===== config.mk =====
export PLATFORM = sky130hd
export DESIGN_NAME = gshare_predictor_flat
export DESIGN_NICKNAME = d
export VERILOG_FILES = /design/src/rtl/lc3b_types.sv /design/src/rtl/gshare_predictor_if.sv /design/src/rtl/gshare_predictor_counter_table.sv /design/src/rtl/gshare_predictor.sv /design/src/flat_wrapper.sv
export SDC_FILE = /design/constraint.sdc
export NUM_CORES = 1
export LEC_CHECK = 0
export BUFFER_PORTS_ARGS = -buffer_cell sky130_fd_sc_hd__buf_2
export CORE_MARGIN = 5
export CORE_UTILIZATION = 62
export DETAILED_ROUTE_END_ITERATION = 8
export PLACE_DENSITY_LB_ADDON = 0.2
export SLEW_MARGIN = 20
export SYNTH_ARGS = -nofsm -noshare
export SYNTH_HDL_FRONTEND = slang
export SYNTH_SLANG_ARGS = --single-unit

===== constraint.sdc =====
create_clock -name clk -period 5.4 [get_ports clk]
set_clock_uncertainty 0.2 [all_clocks]
set_input_delay 0.81 -clock clk [delete_from_list [all_inputs] [get_ports clk]]
set_output_delay 0.81 -clock clk [all_outputs]
set_load 0.03 [all_outputs]

===== src/rtl/lc3b_types.sv =====
// Shared LC-3b pipeline types and the branch-predictor controller states.
package lc3b_types;

  typedef logic [15:0] lc3b_word;

  typedef enum logic [3:0] {
    op_br   = 4'b0000,
    op_add  = 4'b0001,
    op_ldb  = 4'b0010,
    op_stb  = 4'b0011,
    op_jsr  = 4'b0100,
    op_and  = 4'b0101,
    op_ldr  = 4'b0110,
    op_str  = 4'b0111,
    op_rti  = 4'b1000,
    op_not  = 4'b1001,
    op_ldi  = 4'b1010,
    op_sti  = 4'b1011,
    op_jmp  = 4'b1100,
    op_shf  = 4'b1101,
    op_lea  = 4'b1110,
    op_trap = 4'b1111
  } lc3b_opcode;

  typedef enum logic {
    BP_INIT = 1'b0,
    BP_RUN  = 1'b1
  } bp_state_t;

endpackage


===== src/rtl/gshare_predictor_if.sv =====
// ID-stage predict port and WB-stage training port of the gshare predictor.
// master = pipeline side, slave = predictor side.
interface gshare_predictor_if
  import lc3b_types::*;
#(
  parameter int hist_width = 4
) ();

  logic                  predict_valid;
  lc3b_word              PC_id;
  logic                  predict_taken;
  logic [hist_width-1:0] branch_hist_id;
  logic                  ready;

  logic                  update_valid;
  lc3b_word              PC_wb;
  logic [hist_width-1:0] hist_wb;
  logic                  taken_wb;
  logic                  mispredict_wb;

  modport master (
    output predict_valid, PC_id,
    output update_valid, PC_wb, hist_wb, taken_wb, mispredict_wb,
    input  predict_taken, branch_hist_id, ready
  );

  modport slave (
    input  predict_valid, PC_id,
    input  update_valid, PC_wb, hist_wb, taken_wb, mispredict_wb,
    output predict_taken, branch_hist_id, ready
  );

endinterface


===== src/rtl/gshare_predictor_counter_table.sv =====
// Saturating-counter storage: two async read ports (predict, train), one write port.
// Zero-latency reads; a write lands at the clock edge, so same-cycle reads see the old value.
module bp_counter_table #(
  parameter int ctr_width  = 2,
  parameter int index_bits = 5
) (
  input  logic                  clk,
  input  logic [index_bits-1:0] rd_a_idx,
  output logic [ctr_width-1:0]  rd_a_dat,
  input  logic [index_bits-1:0] rd_b_idx,
  output logic [ctr_width-1:0]  rd_b_dat,
  input  logic                  wr_vld,
  input  logic [index_bits-1:0] wr_idx,
  input  logic [ctr_width-1:0]  wr_dat
);

  localparam int depth = 1 << index_bits;

  // No reset here: the controller's init sweep owns table contents.
  logic [ctr_width-1:0] ctr_q [depth];

  always_ff @(posedge clk) begin
    if (wr_vld) begin
      ctr_q[wr_idx] <= wr_dat;
    end
  end

  assign rd_a_dat = ctr_q[rd_a_idx];
  assign rd_b_dat = ctr_q[rd_b_idx];

endmodule


===== src/rtl/gshare_predictor.sv =====
// Gshare direction predictor: combinational predict in ID, train/restore from WB.
// Stalls nothing itself; ready stays low for 2^index_bits cycles after reset while the table is swept.
module gshare_predictor
  import lc3b_types::*;
#(
  parameter int hist_width = 4,  // 1 <= hist_width <= index_bits
  parameter int index_bits = 5,  // at most 14: PC bit 0 is always zero
  parameter int ctr_width  = 2   // >= 2
) (
  input  logic             clk,
  input  logic             reset,
  gshare_predictor_if.slave bp
);

  localparam int depth = 1 << index_bits;
  localparam logic [ctr_width-1:0]  ctr_max  = '1;
  localparam logic [index_bits-1:0] last_idx = index_bits'(depth - 1);

  function automatic logic [ctr_width-1:0] weak_not_taken();
    return ctr_width'((1 << (ctr_width - 1)) - 1);
  endfunction

  // History folds into the upper index bits; low PC bits pass through untouched.
  function automatic logic [index_bits-1:0] bp_index(
    input logic [index_bits-1:0] base,
    input logic [hist_width-1:0] h
  );
    return base ^ (index_bits'(h) << (index_bits - hist_width));
  endfunction

  // Newest outcome enters at the LSB; with hist_width=1 this is just the new bit.
  function automatic logic [hist_width-1:0] shift_in(
    input logic [hist_width-1:0] h,
    input logic                  b
  );
    return hist_width'({h, b});
  endfunction

  bp_state_t             state_q, state_nxt;
  logic [index_bits-1:0] init_idx_q, init_idx_nxt;
  logic [hist_width-1:0] hist_q, hist_nxt;

  logic                  ready;
  logic                  pred_taken;
  logic [index_bits-1:0] pred_idx;
  logic [index_bits-1:0] upd_idx;
  logic [ctr_width-1:0]  pred_ctr;
  logic [ctr_width-1:0]  upd_ctr;
  logic [ctr_width-1:0]  upd_ctr_nxt;

  logic                  wr_vld;
  logic [index_bits-1:0] wr_idx;
  logic [ctr_width-1:0]  wr_dat;

  logic                  unused_pc_bits;

  assign unused_pc_bits = ^{bp.PC_id[15:index_bits+1], bp.PC_id[0],
                            bp.PC_wb[15:index_bits+1], bp.PC_wb[0]};

  assign ready    = (state_q == BP_RUN);
  assign pred_idx = bp_index(bp.PC_id[index_bits:1], hist_q);
  assign upd_idx  = bp_index(bp.PC_wb[index_bits:1], bp.hist_wb);

  assign pred_taken        = pred_ctr[ctr_width-1] & ready;
  assign bp.predict_taken  = pred_taken;
  assign bp.branch_hist_id = hist_q;
  assign bp.ready          = ready;

  bp_counter_table #(
    .ctr_width  (ctr_width),
    .index_bits (index_bits)
  ) u_table (
    .clk      (clk),
    .rd_a_idx (pred_idx),
    .rd_a_dat (pred_ctr),
    .rd_b_idx (upd_idx),
    .rd_b_dat (upd_ctr),
    .wr_vld   (wr_vld),
    .wr_idx   (wr_idx),
    .wr_dat   (wr_dat)
  );

  always_comb begin
    upd_ctr_nxt = upd_ctr;
    if (bp.taken_wb) begin
      if (upd_ctr != ctr_max) begin
        upd_ctr_nxt = upd_ctr + ctr_width'(1);
      end
    end else if (upd_ctr != '0) begin
      upd_ctr_nxt = upd_ctr - ctr_width'(1);
    end
  end

  always_comb begin
    state_nxt    = state_q;
    init_idx_nxt = init_idx_q;
    hist_nxt     = hist_q;
    wr_vld       = 1'b0;
    wr_idx       = upd_idx;
    wr_dat       = upd_ctr_nxt;
    case (state_q)
      BP_INIT: begin
        wr_vld       = 1'b1;
        wr_idx       = init_idx_q;
        wr_dat       = weak_not_taken();
        init_idx_nxt = init_idx_q + index_bits'(1);
        if (init_idx_q == last_idx) begin
          state_nxt = BP_RUN;
        end
      end
      BP_RUN: begin
        wr_vld = bp.update_valid;
        // A WB mispredict flushes the younger ID branch, so its shift is dropped.
        if (bp.update_valid && bp.mispredict_wb) begin
          hist_nxt = shift_in(bp.hist_wb, bp.taken_wb);
        end else if (bp.predict_valid) begin
          hist_nxt = shift_in(hist_q, pred_taken);
        end
      end
      default: begin
        state_nxt = BP_INIT;
      end
    endcase
  end

  always_ff @(posedge clk or negedge reset) begin
    if (!reset) begin
      state_q    <= BP_INIT;
      init_idx_q <= '0;
      hist_q     <= '0;
    end else begin
      state_q    <= state_nxt;
      init_idx_q <= init_idx_nxt;
      hist_q     <= hist_nxt;
    end
  end

endmodule


===== src/flat_wrapper.sv =====
// flat-port wrapper written by rule: the top's interface ports become plain ports
module gshare_predictor_flat import lc3b_types::*;
#(
  parameter int hist_width = 4,                                  
  parameter int index_bits = 5,                                        
  parameter int ctr_width  = 2          
)
  (clk, reset, bp_predict_valid, bp_PC_id, bp_update_valid, bp_PC_wb, bp_hist_wb, bp_taken_wb, bp_mispredict_wb, bp_predict_taken, bp_branch_hist_id, bp_ready);
  gshare_predictor_if #(.hist_width(hist_width)) bp_i ();
  input  logic clk;
  input  logic reset;
  input wire logic [$bits(bp_i.predict_valid)-1:0] bp_predict_valid;
  input wire logic [$bits(bp_i.PC_id)-1:0] bp_PC_id;
  input wire logic [$bits(bp_i.update_valid)-1:0] bp_update_valid;
  input wire logic [$bits(bp_i.PC_wb)-1:0] bp_PC_wb;
  input wire logic [$bits(bp_i.hist_wb)-1:0] bp_hist_wb;
  input wire logic [$bits(bp_i.taken_wb)-1:0] bp_taken_wb;
  input wire logic [$bits(bp_i.mispredict_wb)-1:0] bp_mispredict_wb;
  output wire logic [$bits(bp_i.predict_taken)-1:0] bp_predict_taken;
  output wire logic [$bits(bp_i.branch_hist_id)-1:0] bp_branch_hist_id;
  output wire logic [$bits(bp_i.ready)-1:0] bp_ready;
  assign bp_i.predict_valid = bp_predict_valid;
  assign bp_i.PC_id = bp_PC_id;
  assign bp_i.update_valid = bp_update_valid;
  assign bp_i.PC_wb = bp_PC_wb;
  assign bp_i.hist_wb = bp_hist_wb;
  assign bp_i.taken_wb = bp_taken_wb;
  assign bp_i.mispredict_wb = bp_mispredict_wb;
  assign bp_predict_taken = bp_i.predict_taken;
  assign bp_branch_hist_id = bp_i.branch_hist_id;
  assign bp_ready = bp_i.ready;
  gshare_predictor #(.hist_width(hist_width), .index_bits(index_bits), .ctr_width(ctr_width)) u_core (.clk(clk), .reset(reset), .bp(bp_i));
endmodule

# After elaboration in Yosys (flattened, before gate mapping)
# Memories as Yosys holds them, arrays and structs flattened.
# Cells that the tools add are included.
# word_totals
reg_bits	10
ram_bits	64
inputBits	42
out_inout_bits	6
wordCells	29
mem_count	1
# mem_list
name	depth	word_bits	read_ports	rd_clocked_by_memory_dff	wr	line_no	source
u_core.u_table.ctr_q	32	2	2	0	1	gshare_predictor_counter_table.sv:20	logic [ctr_width-1:0] ctr_q [depth];
# classes
add_sub_neg	3
eq_ne	2
mux	12
bitwise_logic	4
n_reduce_logical	4
# op_table
operator	count
XOR 5 bit	2
two-way mux 2 bit	4
two-way mux 4 bit	2
adder 5 x 1 -> 5 bit (second input constant)	1
== test 5 bit (second input constant)	1
two-way mux 5 bit	1
two-way mux 1 bit	4
nonzero test 2 bit	2
adder 2 x 1 -> 2 bit (second input constant)	1
!= test 2 bit (second input constant)	1
one-hot mux 1 bit (2 select lines)	1
AND reduction 2 bit	1
subtractor 2 x 1 -> 2 bit (second input constant)	1
bitwise AND 1 bit	1
logical AND 1 bit	1
inverter 1 bit	1

# Longest topological paths before layout
# Gate-level depths: netlist of run 1.
# An unclocked memory read counts as a cell.
# logic_depth
depth_word	6
ltp_mapped	9
mapped_depth_nobuf	7

# By module
# A second synthesis of run 1 with hierarchy kept.
# hier_totals
cells_unflattened	319
area_unflattened_um2	4030.1
# by_module_without_submodules
module	instances	cells_per_inst	area_per_inst_um2	seq_area_each_um2
bp_counter_table	1	263	3364.5	1921.8
gshare_predictor	1	56	665.6	250.2

# Worst setup path after synthesis of run 1
# OpenSTA, ideal clock, no wires.
# synth_timing
kind	input port to flip-flop
start	in bp_PC_wb[2]
end	mem u_core.u_table.ctr_q[0][1], data pin
setup_ns	0.377
t_arrival_ns	3.047
required_time_ns	4.823
slack_ns	1.776
cell_stages	9
path_buffers	2
path_cell_list	xor2_4 > buf_6 > buf_4 > nand2_1 > and3_1 > nor4_1 > a31o_2 > o31ai_1 > a21oi_1
# synth_via
elab_chain_cells	6
word_cells_on_any_way	10
cone_classes	2 x add/sub; 1 x eq/ne; 4 x mux; 1 x bitwise; 1 x reduce/logical; 1 x memory
# synth_lines
element	line_no	source
from (decl)	flat_wrapper.sv:15	input wire logic [$bits(bp_i.PC_wb)-1:0] bp_PC_wb;
XOR 5 bit (*)	gshare_predictor.sv:28	return base ^ (index_bits'(h) << (index_bits - hist_width));
memory (32 x 2 bit) (*)	n/a	
subtractor 2 x 1 -> 2 bit, or another cell as far along	gshare_predictor.sv:90	upd_ctr_nxt = upd_ctr - ctr_width'(1);
two-way mux 2 bit, on equally long branches	gshare_predictor.sv:89, gshare_predictor.sv:86	
two-way mux 2 bit (*)	gshare_predictor.sv:85	if (bp.taken_wb) begin
two-way mux 2 bit (*)	gshare_predictor.sv:101	case (state_q)
named net u_core.u_table.wr_dat[1]	gshare_predictor_counter_table.sv:14	input logic [ctr_width-1:0] wr_dat
to (decl)	gshare_predictor_counter_table.sv:20	
# Mark *: on every way through the listed nets, which the timed path passes. The rest lies on a longest branch.

# Worst setup path after layout of run 1
# layout_timing
start	in bp_PC_id[3]
end	out bp_predict_taken
# layout_via
elab_chain_cells	3
# layout_lines
element	line_no	source
from (decl)	flat_wrapper.sv:13	input wire logic [$bits(bp_i.PC_id)-1:0] bp_PC_id;
XOR 5 bit	gshare_predictor.sv:28	
memory (32 x 2 bit)	n/a	
bitwise AND 1 bit	gshare_predictor.sv:64	assign pred_taken = pred_ctr[ctr_width-1] & ready;
to (decl)	flat_wrapper.sv:19	output wire logic [$bits(bp_i.predict_taken)-1:0] bp_predict_taken;
# Every way passes these cells.

==> results of run 1 <==
[cell type report]
class / count / area [um2] / share of cell area [%]
sequential: 74 / 2170 / 53.3
multi-input combinational: 186 / 1470 / 36.0
timing repair buffer: 30 / 163 / 3.99
clock buffer: 9 / 124 / 3.04
tap: 75 / 93.8 / 2.30
clock inverter: 4 / 46.3 / 1.14
inverter: 3 / 11.3 / 0.276
[power by group through the flow]
stage               combinational, uW  clock (uW)  sequential [uW]
floorplan                         190           0              704
global placement                  283           0              693
detailed placement                288           0              693
CTS                               289         400              681
global route                      312         425              682
finish                            290         398              681
[stage by stage]
stage	util (%)	cell area, um2	hold WS, ns	worst slack, ns
after floorplan	-	3730	0.251	1.78
final	69.2	4080	0.103	1.52
after CTS	69.2	4080	0.104	1.55
after detailed placement	66.3	3910	0.273	1.36
after global routing	69.2	4080	0.110	1.42
after global placement	66.3	3910	0.275	1.44
[Yosys cell counts, types with 2 or more instances]
library cell  number
mux4_1             6
xor2_1             5
and3_1             4
nand4_1            2
a31oi_1            7
xnor2_1            8
o22ai_1            7
nand3_1            6
dfrtp_1           10
nor3b_1            2
buf_6              5
nor2_1            43
o21ai_0            4
nor3_1             5
edfxtp_1          64
nor4_1             3
ha_1               2
nand2_1           20
or2_2              4
o311ai_0           2
mux2_2             8
inv_1              3
a31o_2             2
nand2b_1           5
mux4_2             9
mux2i_1            7
a21oi_1           10
buf_4              3
[layer usage]
metal  share of wire (%)  global-route usage, %  up-vias
li1                    -                      -     1126
met1                  40                   31.5     1201
met2                  48                   36.0      162
met3                  10                   5.93       23
met4                 2.7                   11.3        0
met5                   0                      0        -
[sequential cells by signal, indices dropped and copies added (netlist names)]
register                  count
u_core.u_table.ctr_q         64
u_core.init_idx_q             5
u_core.bp.branch_hist_id      4
u_core.bp.ready               1
[kinds of logic (layout without fill, tap and decap cells)]
family	after synthesis	count (layout)	synth area share [%]
AOI/OAI and AO/OA	41	41	7.45
xor gates and xnor gates	15	15	4.53
buffers and inverters	12	46	2.52
muxes	31	31	14.6
DFF	74	74	58.3
and+or+nand+nor	97	97	11.9
adders and majority gates	2	2	0.671
[path summary, 6_finish.rpt]
kind	startpoint	endpoint	slack (ns)	cells past startpoint
worst max-delay path	bp_PC_id[3]	bp_predict_taken	1.52	7
worst min-delay path	reset	u_core.init_idx_q[2]$_DFFE_PN0N_	0.10	1
worst max register to register	u_core.bp.branch_hist_id[1]$_DFFE_PN0P_	u_core.bp.branch_hist_id[0]$_DFFE_PN0P_	2.71	7
max in group asynchronous	reset	u_core.bp.branch_hist_id[1]$_DFFE_PN0P_	4.71	1
worst min register to register	u_core.init_idx_q[2]$_DFFE_PN0N_	u_core.init_idx_q[2]$_DFFE_PN0N_	0.29	1
min in group clk	u_core.init_idx_q[2]$_DFFE_PN0N_	u_core.init_idx_q[2]$_DFFE_PN0N_	0.29	1
[worst max-delay path: cells and delay by family]
family / cells / cell delay, ns
muxes: 3 / 0.96
xor gates and xnor gates: 1 / 0.69
and+or+nand+nor: 1 / 0.10
buffers and inverters: 2 / 0.30
==> run metrics, run 1 <==
Sw Ratio=28.1%; I/O Pins=48; Cell Area, Synth=3730 um2; FFs w/ async S/R, synth=13.5%; clk sinks=74; DR vias=2512; vias in the first global route=2411; H-tree lvl count=3; Setup crit start kind=input pin; Critical Path RT=4.39 ns; CTS tree=done; Die X=87.5 um; Cell Rows=28; largest area contributor in the netlist=edfxtp_1; drt total wl=8.31 mm; relative slew slack=a little under a third; Psw=385 uW; Finished Layout Cells=about 380; Tot Pwr=approximately 1400 uW; RSZ-0062 raised after global routing=no; die height=~88 um; largest net degree at the start of global routing=27; # diodes=0; grt ovf=0; # setup viols final=0; First-pass DRT Iterations=6; WL/cell=21.8 um; fmax=approximately 0.26 GHz; number of cells after detailed placement=368; Initial Util=a little over three fifths; Reg power frac=just under 50%; Slew @ Worst Pin=1.03 ns; post-synth cell types=44; leakage=roughly 0.0014 uW; GRT Total Usage=23.4%; final hold vios=0; Yosys warning total=0; setup TNS=0 ns; Core Region=5890 um2; Post-Syn Area per Cell=13.7 um2; Clk pwr share=29.1%; PwrDens=336 nW/um2; Final min period=around 3.9 ns; CTS Buf Count=9; total internal power=985 uW; FILL cells=418; HP Class=in2async; CP Capture Type=primary output; clock slew at reported path FFs=0.07 ns; Slowest-stage cell, CP=xor2_1; syn nets=316; Via density=6.59; Post-synth top flop=edfxtp_1; sequential element share of the synthesized area=58.3%; antenna-violating nets left=0; Worst IR Drop VDD=0.198 mV; Synth area leaders=edfxtp_1 52%, dfrtp_1 6.7%, mux4_2 5.4%, nor2_1 4.3%, mux4_1 4.2%; Crit Path Max Fanout=8; number of synthesized register bits=74; HPWL after DPL=approximately 5.8 mm; commonest cells after routing, fill and taps aside=64 x edfxtp_1, 43 x nor2_1, 25 x buf_2, 20 x nand2_1, 10 x dfrtp_1; max-slew violations=0; Syn Inst Count=between 200 and 300; Critical Path AT=2.87 ns; drt drc=0; initial antenna violation count=0; RD Place Congestion=0.904; Buffers on Ports=25; leading cell type in the layout, fill and taps excluded=edfxtp_1; Clock Tree Buf Depth=2; drt initial violations=approximately 310; # nets final=348; EDFF count, synth=64; CP max stage delay=0.69 ns; Comb pwr share=21.2%; max_cap viols=0; post-CTS setup buffers=0; hold bufs inserted after CTS=0; type of the worst setup path=in2out; Clk Latency, worst-skew pair=0.35 ns; period utilization=approximately 72%; Area Growth Syn to Fin=9.33%; first-pass GRT wire length=12.9 mm; die area=7660 um2; post-cts resize count=0; Root Buffer=clkbuf_8; CP Cell Sequence=buf_2 > xor2_1 > mux4_2 > mux2i_1 > mux4_2 > nor2_1 > buf_2; share of cells above drive strength 1=23.2%; status=completed; Yosys top cell area share=51.6%
Power figures use the tool's default switching activity.
==> run 2, diff against run 1 <==
CORE_UTILIZATION = 58   (was 62)
clock period = 3.8 ns   (was 5.4 ns; I/O delays follow)
==> run 2 against run 1 <==
  * First-iteration DRC count fell by 12%
  * Non-clock buffer count rose by 13
  * Global-route usage fell by 2.2 points
  * Register-to-register slack got worse by 1.7 ns
  * Die area rose by 6.1%
  * Sequential share of layout area fell by 1.7 points
  * Worst setup slack got worse by 1.3 ns
  * Combinational power rose by 54%
  * Core utilization fell by 2.6 points
  * Sequential power rose by 42%
  * Power rose by 42%
  * Critical path type is now reg2out
==> run metrics, run 2 (synthesis results as in run 1) <==
type of the worst setup path=reg2out; drt initial violations=273 (-12%); HP Class=reg2reg; Worst IR Drop VDD=0.294 mV (+49%); Cell Area, Placed=4030 um2 (+3.2%); fmax=0.280 GHz; Critical Path RT=3.03 ns (-1.36 ns); RD Place Congestion=0.929 (+2.8%); WL/cell=21.1 um (-3.1%); Core Region=6310 um2 (+7.3%); period utilization=94.1%; largest net degree at the start of global routing=33 (+22%); share of cells above drive strength 1=26.4% (+3.2 points); Buffers on Ports=25 (unchanged); drt drc=0 (unchanged); Psw=574 uW (+49%); max-slew violations=0 (unchanged); HPWL after DPL=5.94 mm (+2.9%); die area=8130 um2 (+6.1%); Finished Layout Cells=399 (+4.7%); leakage=0.00150 uW (+4.7%); RSZ-0062 raised after global routing=no; CP max stage delay=0.73 ns (+0.04 ns); GRT Total Usage=21.2% (-2.2 points); hold_ws=0.292 ns (+0.189 ns); CP Capture Type=primary output; CTS Buf Count=9 (unchanged); vias in the first global route=2474 (+2.6%); number of cells after detailed placement=382 (+3.8%); Root Buffer=clkbuf_8; Critical Path AT=2.81 ns (-0.06 ns); Clk Latency, worst-skew pair=0.36 ns (about the same); max_cap viols=0 (unchanged); Slew @ Worst Pin=0.911 ns (-0.120 ns); PwrDens=462 nW/um2 (+37%); initial antenna violation count=0 (unchanged); Cell Rows=29 (+3.6%); Slowest-stage cell, CP=xor2_1; # diodes=0 (unchanged); Area Growth Syn to Fin=12.9%; most used cell, CP=mux4_2; cell area after layout=4210 um2 (+3.3%); grt ovf=0 (unchanged); CP Cell Sequence=xor2_1 > mux4_2 > mux2i_1 > mux4_2 > nor2_1 > buf_2; Setup crit start kind=flip-flop; drt total wl=8.43 mm (+1.5%); antenna-violating nets left=0 (unchanged); clock slew at reported path FFs=0.07 ns (about the same); I/O Pins=48 (unchanged); H-tree lvl count=3 (unchanged); setup TNS=0 ns (unchanged); status=completed; Crit Path Max Fanout=8 (unchanged); commonest cells after routing, fill and taps aside=64 x edfxtp_1, 43 x nor2_1, 25 x buf_2, 20 x nand2_1, 15 x buf_4; CTS tree=done; die height=90.2 um (+3.0%); leading cell type in the layout, fill and taps excluded=edfxtp_1; Initial Util=59.0% (-4.3 points); total internal power=1370 uW (+39%); first-pass GRT wire length=13.0 mm (+0.85%); max reg flops=64 (unchanged); # nets final=361 (+3.7%); Top reg by flops=u_core.u_table.ctr_q; # setup viols final=0 (unchanged); DR vias=2495 (-0.68%); Reg power frac=49.9% (+0.2 points); Clock Tree Buf Depth=2 (unchanged); Final min period=3.58 ns; Die X=90.2 um (+3.0%); Clk pwr share=27.2% (-1.9 points); Tot Pwr=1940 uW (+42%); First-pass DRT Iterations=4 (-2); Comb pwr share=22.9% (+1.7 points); relative slew slack=38.8% (+7.9 points); Sw Ratio=29.5% (+1.5 points); final hold vios=0 (unchanged); clk sinks=74 (unchanged); Via density=6.25 (-5.2%)
-- run 2: cell types whose count changed in the layout (fill, tap and decap cells not counted), sizes merged --
cell	previous run	this run
buf	30	42
bufinv	1	0
clkbuf	9	10
clkinv	2	3
clkinvlp	1	2
dlygate4sd3	0	1
inv	3	4
-- run 2: cell type report --
cell class / instances / area (um2)
multi-input cells: 186 / 1470
fillers: 481 / 2100
repair buffers: 43 / 288
inverters: 3 / 11.3
clock buffers: 10 / 128
well taps: 77 / 96.3
clock inverters: 6 / 41.3
flip-flops and latches: 74 / 2170
-- run 2: stage by stage --
stage,setup WS [ns],util (%)
after floorplan,0.416,-
after global placement,-0.127,63.7
after detailed placement,0.0958,63.8
after CTS,0.267,66.7
after global routing,0.113,66.7
final,0.224,66.7
-- run 2: per-layer routing --
| layer | vias to the layer above | track usage [%] | wire length [um] |
|---|---|---|---|
| li1 | 1146 | - | - |
| met1 | 1220 | 27.7 | 3580 |
| met2 | 116 | 33.5 | 4080 |
| met3 | 13 | 7.18 | 636 |
| met4 | 0 | 7.07 | 138 |
| met5 | - | 0 | 0 |
-- run 2: final timing paths --
kind,start,cells past startpoint,slack (ns),endpoint
min in group asynchronous,reset,2,0.40,u_core.bp.branch_hist_id[1]$_DFFE_PN0P_
worst max-delay path,u_core.bp.branch_hist_id[1]$_DFFE_PN0P_,6,0.22,bp_predict_taken
worst max register to register,u_core.u_table.ctr_q[8][1]$_DFFE_PP_,7,0.97,u_core.u_table.ctr_q[11][1]$_DFFE_PP_
worst min-delay path,u_core.init_idx_q[2]$_DFFE_PN0N_,1,0.29,u_core.init_idx_q[2]$_DFFE_PN0N_
worst min register to register,u_core.init_idx_q[2]$_DFFE_PN0N_,1,0.29,u_core.init_idx_q[2]$_DFFE_PN0N_
max in group asynchronous,reset,2,2.81,u_core.init_idx_q[4]$_DFFE_PN0N_
-- run 2: repair_timing --
action                                  in CTS  in global routing
hold endpoints to repair                    10                  0
buffers inserted                             0                  0
gates resized for setup                      0                  0
hold buffers                                 1                  0
endpoints found under the setup margin       0                  0
-- run 2: critical path: cells and delay by family, from the launching register on --
family | cells | cell delay (ns)
xor+xnor | 1 | 0.73
mux | 3 | 0.99
simple gates | 1 | 0.10
flops | 1 | 0.42
buf+inv | 1 | 0.21
-- run 2: power by group through the flow --
stage	Clock (uW)	Combinational, uW	Sequential (uW)
after floorplan	0	270	1000
after global placement	0	427	986
after detailed placement	0	436	987
after CTS	539	441	969
after global routing	577	474	971
final	528	446	969
